### src/rtl/risc_mem_arbiter_if.sv
// risc_mem_arbiter_if
//   Bundles the two requester ports (IF fetch, LS load/store), the registered
//   memory-side controls and the status/perf outputs of risc_mem_arbiter.
//   slave  : arbiter view (drives acks, rdata, memory controls, busy, perf)
//   master : core/memory view (drives requests, addresses, store data, mem_rdata)
//   Ports carried:
//     if_req, if_addr, if_ack, if_rdata
//     ls_req, ls_we, ls_addr, ls_wdata, ls_ack, ls_rdata
//     mem_en, mem_we, mem_addr, mem_wdata, mem_rdata
//     busy, perf_if_cnt, perf_ls_cnt, perf_cfl_cnt
interface risc_mem_arbiter_if #(
  parameter int ADDR_W = 10,
  parameter int DATA_W = 32
);
  logic              if_req;
  logic [ADDR_W-1:0] if_addr;
  logic              if_ack;
  logic [DATA_W-1:0] if_rdata;

  logic              ls_req;
  logic              ls_we;
  logic [ADDR_W-1:0] ls_addr;
  logic [DATA_W-1:0] ls_wdata;
  logic              ls_ack;
  logic [DATA_W-1:0] ls_rdata;

  logic              mem_en;
  logic              mem_we;
  logic [ADDR_W-1:0] mem_addr;
  logic [DATA_W-1:0] mem_wdata;
  logic [DATA_W-1:0] mem_rdata;

  logic              busy;
  logic [31:0]       perf_if_cnt;
  logic [31:0]       perf_ls_cnt;
  logic [31:0]       perf_cfl_cnt;

  modport slave (
    input  if_req, if_addr, ls_req, ls_we, ls_addr, ls_wdata, mem_rdata,
    output if_ack, if_rdata, ls_ack, ls_rdata,
    output mem_en, mem_we, mem_addr, mem_wdata,
    output busy, perf_if_cnt, perf_ls_cnt, perf_cfl_cnt
  );

  modport master (
    output if_req, if_addr, ls_req, ls_we, ls_addr, ls_wdata, mem_rdata,
    input  if_ack, if_rdata, ls_ack, ls_rdata,
    input  mem_en, mem_we, mem_addr, mem_wdata,
    input  busy, perf_if_cnt, perf_ls_cnt, perf_cfl_cnt
  );
endinterface

### src/rtl/risc_mem_arbiter.sv
// risc_mem_arbiter
//   Shares one synchronous-read memory between the instruction-fetch (IF) and
//   load/store (LS) ports. Each access runs IDLE -> ACCESS -> RESP -> IDLE:
//   memory controls are loaded on leaving IDLE, the memory samples them during
//   ACCESS, read data is captured in RESP and the winner gets a one-cycle ack
//   in the following (IDLE) cycle. Request-to-ack latency is 3 cycles.
//   LS wins conflicts unless IF has lost STARVE_LIMIT conflicts in a row.
// Ports
//   clk  : rising-edge clock
//   rst  : asynchronous reset, active-high
//   bus  : risc_mem_arbiter_if.slave (requester ports, memory controls,
//          busy, perf counters)
// Configuration
//   ARB_PERF_CNT_EN : when defined, grant/conflict counters are built;
//                     otherwise perf_* outputs are tied to zero.
module risc_mem_arbiter #(
  parameter int ADDR_W       = 10,
  parameter int DATA_W       = 32,
  parameter int STARVE_LIMIT = 3
) (
  input  logic               clk,
  input  logic               rst,
  risc_mem_arbiter_if.slave  bus
);

  localparam int SC_W = $clog2(STARVE_LIMIT + 1);

  typedef enum logic [1:0] {IDLE = 2'd0, ACCESS = 2'd1, RESP = 2'd2} state_t;
  typedef enum logic {OWN_IF = 1'b0, OWN_LS = 1'b1} owner_t;

  state_t            state_q, state_d;
  owner_t            owner_q, owner_d;
  logic              store_q, store_d;
  logic              mem_en_q, mem_en_d;
  logic              mem_we_q, mem_we_d;
  logic [ADDR_W-1:0] mem_addr_q, mem_addr_d;
  logic [DATA_W-1:0] mem_wdata_q, mem_wdata_d;
  logic              if_ack_q, if_ack_d;
  logic              ls_ack_q, ls_ack_d;
  logic [DATA_W-1:0] if_rdata_q, if_rdata_d;
  logic [DATA_W-1:0] ls_rdata_q, ls_rdata_d;
  logic [SC_W-1:0]   starve_q, starve_d;

  // A port is masked in the cycle its own ack is high, so a requester that
  // has not yet dropped req cannot be granted a second time.
  logic if_eff, ls_eff, grant_any, grant_if;

  assign if_eff    = bus.if_req & ~if_ack_q;
  assign ls_eff    = bus.ls_req & ~ls_ack_q;
  assign grant_any = (state_q == IDLE) & (if_eff | ls_eff);
  assign grant_if  = if_eff & (~ls_eff | (starve_q == SC_W'(STARVE_LIMIT)));

  always_ff @(posedge clk or posedge rst) begin
    if (rst) begin
      state_q     <= IDLE;
      owner_q     <= OWN_IF;
      store_q     <= 1'b0;
      mem_en_q    <= 1'b0;
      mem_we_q    <= 1'b0;
      mem_addr_q  <= '0;
      mem_wdata_q <= '0;
      if_ack_q    <= 1'b0;
      ls_ack_q    <= 1'b0;
      if_rdata_q  <= '0;
      ls_rdata_q  <= '0;
      starve_q    <= '0;
    end else begin
      state_q     <= state_d;
      owner_q     <= owner_d;
      store_q     <= store_d;
      mem_en_q    <= mem_en_d;
      mem_we_q    <= mem_we_d;
      mem_addr_q  <= mem_addr_d;
      mem_wdata_q <= mem_wdata_d;
      if_ack_q    <= if_ack_d;
      ls_ack_q    <= ls_ack_d;
      if_rdata_q  <= if_rdata_d;
      ls_rdata_q  <= ls_rdata_d;
      starve_q    <= starve_d;
    end
  end

  always_comb begin
    state_d     = state_q;
    owner_d     = owner_q;
    store_d     = store_q;
    mem_en_d    = mem_en_q;
    mem_we_d    = mem_we_q;
    mem_addr_d  = mem_addr_q;
    mem_wdata_d = mem_wdata_q;
    if_ack_d    = 1'b0;
    ls_ack_d    = 1'b0;
    if_rdata_d  = if_rdata_q;
    ls_rdata_d  = ls_rdata_q;
    starve_d    = starve_q;

    unique case (state_q)
      IDLE: begin
        if (grant_any) begin
          owner_d     = grant_if ? OWN_IF : OWN_LS;
          store_d     = ~grant_if & bus.ls_we;
          mem_en_d    = 1'b1;
          mem_we_d    = ~grant_if & bus.ls_we;
          mem_addr_d  = grant_if ? bus.if_addr : bus.ls_addr;
          mem_wdata_d = bus.ls_wdata;
          state_d     = ACCESS;
          if (grant_if) begin
            starve_d = '0;
          end else if (if_eff && (starve_q != SC_W'(STARVE_LIMIT))) begin
            starve_d = starve_q + SC_W'(1);
          end
        end
      end
      ACCESS: begin
        mem_en_d = 1'b0;
        mem_we_d = 1'b0;
        state_d  = RESP;
      end
      RESP: begin
        if (owner_q == OWN_IF) begin
          if_rdata_d = bus.mem_rdata;
          if_ack_d   = 1'b1;
        end else begin
          if (!store_q) begin
            ls_rdata_d = bus.mem_rdata;
          end
          ls_ack_d = 1'b1;
        end
        state_d = IDLE;
      end
      default: state_d = IDLE;
    endcase
  end

  assign bus.if_ack    = if_ack_q;
  assign bus.ls_ack    = ls_ack_q;
  assign bus.if_rdata  = if_rdata_q;
  assign bus.ls_rdata  = ls_rdata_q;
  assign bus.mem_en    = mem_en_q;
  assign bus.mem_we    = mem_we_q;
  assign bus.mem_addr  = mem_addr_q;
  assign bus.mem_wdata = mem_wdata_q;
  assign bus.busy      = (state_q != IDLE);

`ifdef ARB_PERF_CNT_EN
  logic [31:0] perf_if_q, perf_if_d;
  logic [31:0] perf_ls_q, perf_ls_d;
  logic [31:0] perf_cfl_q, perf_cfl_d;

  always_ff @(posedge clk or posedge rst) begin
    if (rst) begin
      perf_if_q  <= '0;
      perf_ls_q  <= '0;
      perf_cfl_q <= '0;
    end else begin
      perf_if_q  <= perf_if_d;
      perf_ls_q  <= perf_ls_d;
      perf_cfl_q <= perf_cfl_d;
    end
  end

  always_comb begin
    perf_if_d  = perf_if_q;
    perf_ls_d  = perf_ls_q;
    perf_cfl_d = perf_cfl_q;
    if (grant_any) begin
      if (grant_if) perf_if_d = perf_if_q + 32'd1;
      else          perf_ls_d = perf_ls_q + 32'd1;
    end
    if ((state_q == IDLE) && if_eff && ls_eff) begin
      perf_cfl_d = perf_cfl_q + 32'd1;
    end
  end

  assign bus.perf_if_cnt  = perf_if_q;
  assign bus.perf_ls_cnt  = perf_ls_q;
  assign bus.perf_cfl_cnt = perf_cfl_q;
`else
  assign bus.perf_if_cnt  = '0;
  assign bus.perf_ls_cnt  = '0;
  assign bus.perf_cfl_cnt = '0;
`endif

endmodule
### src/flat_wrapper.sv
// flat-port wrapper written by rule: the top's interface ports become plain ports
module risc_mem_arbiter_flat 
#(
  parameter int ADDR_W       = 10,
  parameter int DATA_W       = 32,
  parameter int STARVE_LIMIT = 3
)
  (clk, rst, bus_if_req, bus_if_addr, bus_ls_req, bus_ls_we, bus_ls_addr, bus_ls_wdata, bus_mem_rdata, bus_if_ack, bus_if_rdata, bus_ls_ack, bus_ls_rdata, bus_mem_en, bus_mem_we, bus_mem_addr, bus_mem_wdata, bus_busy, bus_perf_if_cnt, bus_perf_ls_cnt, bus_perf_cfl_cnt);
  risc_mem_arbiter_if #(.ADDR_W(ADDR_W), .DATA_W(DATA_W)) bus_i ();
  input  logic clk;
  input  logic rst;
  input wire logic [$bits(bus_i.if_req)-1:0] bus_if_req;
  input wire logic [$bits(bus_i.if_addr)-1:0] bus_if_addr;
  input wire logic [$bits(bus_i.ls_req)-1:0] bus_ls_req;
  input wire logic [$bits(bus_i.ls_we)-1:0] bus_ls_we;
  input wire logic [$bits(bus_i.ls_addr)-1:0] bus_ls_addr;
  input wire logic [$bits(bus_i.ls_wdata)-1:0] bus_ls_wdata;
  input wire logic [$bits(bus_i.mem_rdata)-1:0] bus_mem_rdata;
  output wire logic [$bits(bus_i.if_ack)-1:0] bus_if_ack;
  output wire logic [$bits(bus_i.if_rdata)-1:0] bus_if_rdata;
  output wire logic [$bits(bus_i.ls_ack)-1:0] bus_ls_ack;
  output wire logic [$bits(bus_i.ls_rdata)-1:0] bus_ls_rdata;
  output wire logic [$bits(bus_i.mem_en)-1:0] bus_mem_en;
  output wire logic [$bits(bus_i.mem_we)-1:0] bus_mem_we;
  output wire logic [$bits(bus_i.mem_addr)-1:0] bus_mem_addr;
  output wire logic [$bits(bus_i.mem_wdata)-1:0] bus_mem_wdata;
  output wire logic [$bits(bus_i.busy)-1:0] bus_busy;
  output wire logic [$bits(bus_i.perf_if_cnt)-1:0] bus_perf_if_cnt;
  output wire logic [$bits(bus_i.perf_ls_cnt)-1:0] bus_perf_ls_cnt;
  output wire logic [$bits(bus_i.perf_cfl_cnt)-1:0] bus_perf_cfl_cnt;
  assign bus_i.if_req = bus_if_req;
  assign bus_i.if_addr = bus_if_addr;
  assign bus_i.ls_req = bus_ls_req;
  assign bus_i.ls_we = bus_ls_we;
  assign bus_i.ls_addr = bus_ls_addr;
  assign bus_i.ls_wdata = bus_ls_wdata;
  assign bus_i.mem_rdata = bus_mem_rdata;
  assign bus_if_ack = bus_i.if_ack;
  assign bus_if_rdata = bus_i.if_rdata;
  assign bus_ls_ack = bus_i.ls_ack;
  assign bus_ls_rdata = bus_i.ls_rdata;
  assign bus_mem_en = bus_i.mem_en;
  assign bus_mem_we = bus_i.mem_we;
  assign bus_mem_addr = bus_i.mem_addr;
  assign bus_mem_wdata = bus_i.mem_wdata;
  assign bus_busy = bus_i.busy;
  assign bus_perf_if_cnt = bus_i.perf_if_cnt;
  assign bus_perf_ls_cnt = bus_i.perf_ls_cnt;
  assign bus_perf_cfl_cnt = bus_i.perf_cfl_cnt;
  risc_mem_arbiter #(.ADDR_W(ADDR_W), .DATA_W(DATA_W), .STARVE_LIMIT(STARVE_LIMIT)) u_core (.clk(clk), .rst(rst), .bus(bus_i));
endmodule
### config.mk
export PLATFORM = sky130hd
export DESIGN_NAME = risc_mem_arbiter_flat
export DESIGN_NICKNAME = d
export VERILOG_FILES = /design/src/rtl/risc_mem_arbiter_if.sv /design/src/rtl/risc_mem_arbiter.sv /design/src/flat_wrapper.sv
export SDC_FILE = /design/constraint.sdc
export NUM_CORES = 1
export LEC_CHECK = 0
export ABC_AREA = 1
export CAP_MARGIN = 20
export CORE_UTILIZATION = 35
export CTS_CLUSTER_DIAMETER = 40
export DETAILED_ROUTE_END_ITERATION = 6
export PLACE_DENSITY = 0.87
export SLEW_MARGIN = 20
export SYNTH_ARGS = -nofsm -noshare
export SYNTH_HDL_FRONTEND = slang
export SYNTH_SLANG_ARGS = --single-unit
### constraint.sdc
create_clock -name clk -period 3.5 [get_ports clk]
set_input_delay 0.7 -clock clk [delete_from_list [all_inputs] [get_ports clk]]
set_output_delay 0.7 -clock clk [all_outputs]
set_load 0.01 [all_outputs]
==> metrics, run 1 <==
Filler cells between 1k and 1.5k; Area growth, synth to finish 42.93%; Hold Slack 469.4 ps; Post-synth EDFFs 0; DRC 0; Initial Util 0.3575; CTS root buf clkbuf_16; Die Ht about 130 um; R2R Path End u_core.bus.mem_we; first-pass GRT wire length slightly below 20000 um; sequential fraction of the synthesis area 0.5360; Layout Cells excl Fill around 1k; Place WS between 1000 and 1500 ps; skew final a little over 9 ps; routed via count 4191; Yosys cell types 20; Synth area leaders dfrtp_1, buf_4, nand2_1, inv_1, o21ai_0; Syn Area/Cell slightly below 9 sq um; Hold-fix buffers, CTS 0; worst r2r src u_core.starve_q[0]; Core Footprint 15150 sq um; CP Max Fanout 5; vias in the first global route roughly 4k; Arrival @ worst endpoint about 1600 ps; FP Rows 45; Synth Area in Adders 0.002311; post-synthesis simple-gate area fraction 0.1703; clk slew on worst S/H paths roughly 50 ps; main combinational cell family by area after synthesis buffers and inverters; CP Launch Point u_core.state_q[0]; crit path time final ~2300 ps; final instance area between 7000 and 8000 sq um; Detail Route Antenna Nets 0; Synth top area share 0.5360; ys async rst share 1.000; top_reg_cell synth dfrtp_1; Worst Hold Class reg2reg; initial antenna violation count 0; RD Place Congestion ~0.76; HPWL Detailed ~8800 um; compound-gate portion of the synthesized area 0.07902; Layout Nets about 890; PwrDens slightly above 900 nW/um^2; cts repair resizes 0; Rel. slew slack 0.4898; maximum buffer depth of the clock tree 2; Worst R2R Path Depth 6; share of layout cells above drive strength 1 0.06748; CP Capture Type primary output; final WL ~12000 um; CTS tree done; port bufs between 150 and 200; total CTS buffers 17; XOR/XNOR share of the synthesized area 0; Sink Count about 120; Post-synth top cells nand2_1, dfrtp_1, buf_4; Worst IR Drop VDD around 0.38 mV; cell total after placement between 900 and 1k; Final Max Slew Viols 0; crit path to bus_busy; most frequent cell after synthesis nand2_1; Pleak ~3.9 nW; DRT iter0 DRCs 165; Reg2Reg Setup Slack 1660 ps; Synth area leader dfrtp_1; multiplexer share of the synthesized area 0; setup ws final about 1200 ps; placed cell areas between 7000 and 8000 sq um; Die Wd about 130 um; Setup TNS 0 ps; Worst Path Required 2800 ps; Yosys warnings 0; Seq cells post-synth 116; maximum clock frequency approximately 430 MHz; slew of the pin with the lowest slew margin ~770 ps; CTS H-Tree Depth 4; Tcrit/Tclk final 0.6640; RSZ-0062 raised after global routing false; Core Util, Final 0.5110; Remaining Overflow, GRT 0; max cap viols 0; total power slightly above 7 mW; post-synthesis cell area approximately 5400 sq um; DR vias/cell around 4.2; Routed wire per std cell roughly 12 um; Final Setup Violations 0; Total GRT Usage 0.1608; final hold vios 0; CP Class reg2out; ANT cells 0; IO Count slightly below 300; Synth Instances roughly 610; Clock Latency Late Sink just over 400 ps; CP Launch Type flip-flop; outcome finished, final reports clean; Die ar. ~16000 sq um; post-CTS setup buffer count 0; Detailed Routing Iterations Pass 1 4; largest net degree at the start of global routing between 100 and 150
registers in the layout (all words and copies together) (netlist names):
name	count
u_core.bus.if_ack	1
u_core.bus.if_rdata	32
u_core.bus.ls_ack	1
u_core.bus.ls_rdata	32
u_core.bus.mem_addr	10
u_core.bus.mem_en	1
u_core.bus.mem_wdata	32
u_core.bus.mem_we	1
u_core.owner_q	1
u_core.starve_q	2
u_core.state_q	2
u_core.store_q	1
metal layers:
| layer | share of wire | wire (um) | GRT usage | up-vias |
|---|---|---|---|---|
| li1 | - | - | - | 2056 |
| met1 | 0.42 | 5249 | 0.1887 | 1936 |
| met2 | 0.50 | 6189 | 0.2704 | 172 |
| met3 | 0.060 | 749 | 0.04597 | 27 |
| met4 | 0.024 | 305 | 0.07867 | 0 |
| met5 | 0 | 0 | 0 | - |
critical path, cell delays in order, from the launching register on:
cell and delay [ps]:
dfrtp_1 440, inv_2 90, nand2_2 140, clkdlybuf4s50_1 560
cell families (layout without fill, tap and decap cells):
logic type,count (synthesis),in the layout
AO/OA/AOI/OAI,72,72
adder cells (fa/ha/maj),1,1
buffers and inverters,185,298
flip-flops,116,116
other,1,96
AND/OR/NAND/NOR,232,232
layout by cell type, fill, tap and decap left out, types with 15 or more instances in the layout:
| cell type | netlist | layout |
|---|---|---|
| nand2_1 | 202 | 201 |
| clkdlybuf4s50_1 | 0 | 199 |
| dfrtp_1 | 116 | 116 |
| conb_1 | 1 | 96 |
| inv_1 | 62 | 61 |
| o21ai_0 | 39 | 39 |
| nand3_1 | 23 | 22 |
| o21ai_1 | 17 | 17 |
| clkbuf_16 | 0 | 17 |
| o21ai_2 | 15 | 15 |
layout make-up:
cell class	instances	area, sq um	area share
Clock inverter	9	127.6	0.01649
Clock buffer	23	467.9	0.06046
Timing Repair Buffer	202	2027	0.2619
Tap cell	188	235.2	0.03039
Multi-Input combinational cell	401	1735	0.2242
Inverter	64	244.0	0.03152
Sequential cell	116	2903	0.3750
where the power goes:
group | total, mW | leakage, nW | switching [mW] | internal, mW
logic | 3.02 | 2.21 | 1.49 | 1.53
registers | 2.37 | 1.43 | 0.365 | 2.01
clock network | 1.74 | 0.283 | 0.588 | 1.15
worst min-delay path by stage:
stage	startpoint	endpoint	depth (start not counted)
after floorplan	u_core.state_q[1]	u_core.state_q[1]	1
after global placement	u_core.bus.mem_wdata[26]	u_core.bus.mem_wdata[26]	2
after detailed placement	u_core.bus.mem_wdata[18]	u_core.bus.mem_wdata[18]	2
after CTS	u_core.bus.mem_wdata[15]	u_core.bus.mem_wdata[15]	2
after global routing	u_core.bus.mem_wdata[18]	u_core.bus.mem_wdata[18]	2
final	u_core.bus.mem_wdata[18]	u_core.bus.mem_wdata[18]	2
Note: power is estimated with default switching activity, not from simulation.
==> run 2, diff against run 1 <==
clock period = 2.1 ns   (was 3.5 ns; I/O delays follow)
==> run 2 against run 1 <==
- worst hold slack worse by 62 ps
- sequential cell count unchanged
- global-route usage shrank 0.15 points
- clock-buffer cell count down 1
- first-iteration DRC count grew 6.7%
- sequential power up 66%
- largest power group unchanged
- final cell count increased by 0.60%
- non-clock buffer count increased by 7
- total power is 65% higher
- highest routed layer unchanged
- cell area grew 0.89%
- wire length is 1.9% lower
==> metrics, run 2 (same netlist as run 1, synthesis figures left out) <==
Worst Path Required 1680 ps (was 2800 ps); RSZ-0062 raised after global routing false (unchanged); register area 2903 sq um (unchanged); commonest non-fill, non-tap cell in the layout nand2_1 (unchanged); CP Max Fanout 5 (unchanged); Die Wd 126.4 um (unchanged); Worst Path Buf+Inv 2 (unchanged); CP Cell Sequence inv_2, nand2_2, clkdlybuf4s50_1 (unchanged); routed via count 4145 (was 4191); Hold Slack 407.5 ps (was 469.4 ps); max cap viols 0 (unchanged); DRC 0 (unchanged); crit path time final slightly below 2000 ps; FP Rows 45 (unchanged); share of layout cells above drive strength 1 0.07674 (was 0.06748); HPWL Detailed 8977 um (was 8788 um); CP Class reg2out (unchanged); Layout Nets 899 (was 892); largest net degree at the start of global routing 65 (was 117); outcome finished, final reports clean (unchanged); final WL 12250 um (was 12490 um); Rel. slew slack 0.5209 (was 0.4898); CP peak stage delay 550 ps (was 560 ps); Routed wire per std cell 12.14 um (was 12.45 um); post-CTS setup buffer count 0 (unchanged); PwrDens 1505 nW/um^2 (was 920.8 nW/um^2); total CTS buffers 17 (unchanged); setup ws final 110.3 ps (was 1176 ps); first-pass GRT wire length 19790 um (was 19870 um); CTS root buf clkbuf_16 (unchanged); skew final 7.727 ps (was 9.314 ps); final hold vios 0 (unchanged); Layout Cells excl Fill 1009 (was 1003); Die ar. 15970 sq um (unchanged); Sink Count 116 (unchanged); Setup TNS 0 ps (unchanged); Hold-fix buffers, CTS 0 (unchanged); most frequent cells in the layout nand2_1, clkdlybuf4s50_1, dfrtp_1 (unchanged); Place WS 199.7 ps (was 1053 ps); ANT cells 0 (unchanged); Remaining Overflow, GRT 0 (unchanged); Detail Route Antenna Nets 0 (unchanged); total power 11.75 mW (was 7.127 mW); area of the multi-input gates 1730 sq um (was 1735 sq um); CP Launch Type flip-flop (unchanged); cts repair resizes 0 (unchanged); Detailed Routing Iterations Pass 1 4 (unchanged); Filler cells 1350 (was 1406); Final Setup Violations 0 (unchanged); RD Place Congestion 0.7648 (was 0.7637); clk slew on worst S/H paths 50 ps (about the same); CP top delay family buffers and inverters (unchanged); Worst Hold Class in2async (was reg2reg); IO Count 296 (unchanged); DRT iter0 DRCs 176 (was 165); Final Max Slew Viols 0 (unchanged); maximum buffer depth of the clock tree 2 (unchanged); Core Footprint 15150 sq um (unchanged); Die Ht 126.4 um (unchanged); CTS tree done (unchanged); port bufs 199 (unchanged); CP Capture Type primary output (unchanged); Pleak 3.947 nW (was 3.916 nW); CTS H-Tree Depth 4 (unchanged); Tcrit/Tclk final 0.9475; maximum clock frequency just over 500 MHz; Area growth, synth to finish 44.20% (was 42.93%); worst r2r src u_core.state_q[1] (was u_core.starve_q[0]); Worst IR Drop VDD 0.7011 mV (was 0.3827 mV); initial antenna violation count 0 (unchanged); Initial Util 0.3575 (unchanged); Slowest cell on crit path clkdlybuf4s50_1 (unchanged); Clock Latency Late Sink 400 ps (was 410 ps); vias in the first global route 3934 (was 3931); slew of the pin with the lowest slew margin 718.6 ps (was 765.3 ps); Arrival @ worst endpoint 1570 ps (was 1620 ps); CP Launch Point u_core.state_q[0] (unchanged); cell total after placement 978 (was 971); Total GRT Usage 0.1593 (was 0.1608); DR vias/cell 4.108 (was 4.178)
## run 2: cell count changes in the layout (fill, tap and decap cells not counted), sizes merged
cell,before,now
buf,3,10
bufinv,3,1
clkbuf,23,22
clkinv,3,4
clkinvlp,4,5
## run 2: final timing paths
| kind | to | slack, ps | cells after the start |
|---|---|---|---|
| max | bus_busy | 110 | 3 |
| min | u_core.bus.if_rdata[15] | 410 | 2 |
| max reg2reg | u_core.bus.ls_rdata[23] | 570 | 6 |
| min reg2reg | u_core.bus.mem_wdata[13] | 470 | 2 |
| max in group asynchronous | u_core.bus.mem_wdata[17] | 1110 | 3 |
| min in group clk | u_core.bus.mem_wdata[13] | 470 | 2 |
## run 2: metal layers
layer / up-vias / GRT usage / part of all wire
met1: 1899 / 0.1817 / 0.40
met4: 0 / 0.05528 / 0.014
met3: 16 / 0.05989 / 0.074
met2: 162 / 0.2736 / 0.51
met5: - / 0 / 0
li1: 2068 / - / -
## run 2: where the power goes
group	leakage, nW	switching, mW	internal, mW
combinational	2.25	2.50	2.66
clock	0.264	0.964	1.70
sequential	1.43	0.591	3.34
## run 2: through the flow
stage               area, sq um  utilization
finish                     7809       0.5156
floorplan                  5776            -
global route               7809       0.5156
CTS                        7809       0.5156
global placement           7254       0.4790
detailed placement         7254       0.4790
## run 2: area by class of cell
| class | count | area share |
|---|---|---|
| Sequential cell | 116 | 0.3717 |
| Timing Repair Buffer | 209 | 0.2743 |
| Multi-Input combinational cell | 401 | 0.2216 |
| Tap cell | 188 | 0.03012 |
| Clock inverter | 9 | 0.01025 |
| Clock buffer | 22 | 0.06073 |
| Inverter | 64 | 0.03124 |
==> run 3, diff against run 2 <==
SLEW_MARGIN = 5   (was 20)
==> results of run 3 <==
Same layout as run 2: the final DEF is identical, and so are final timing and power.
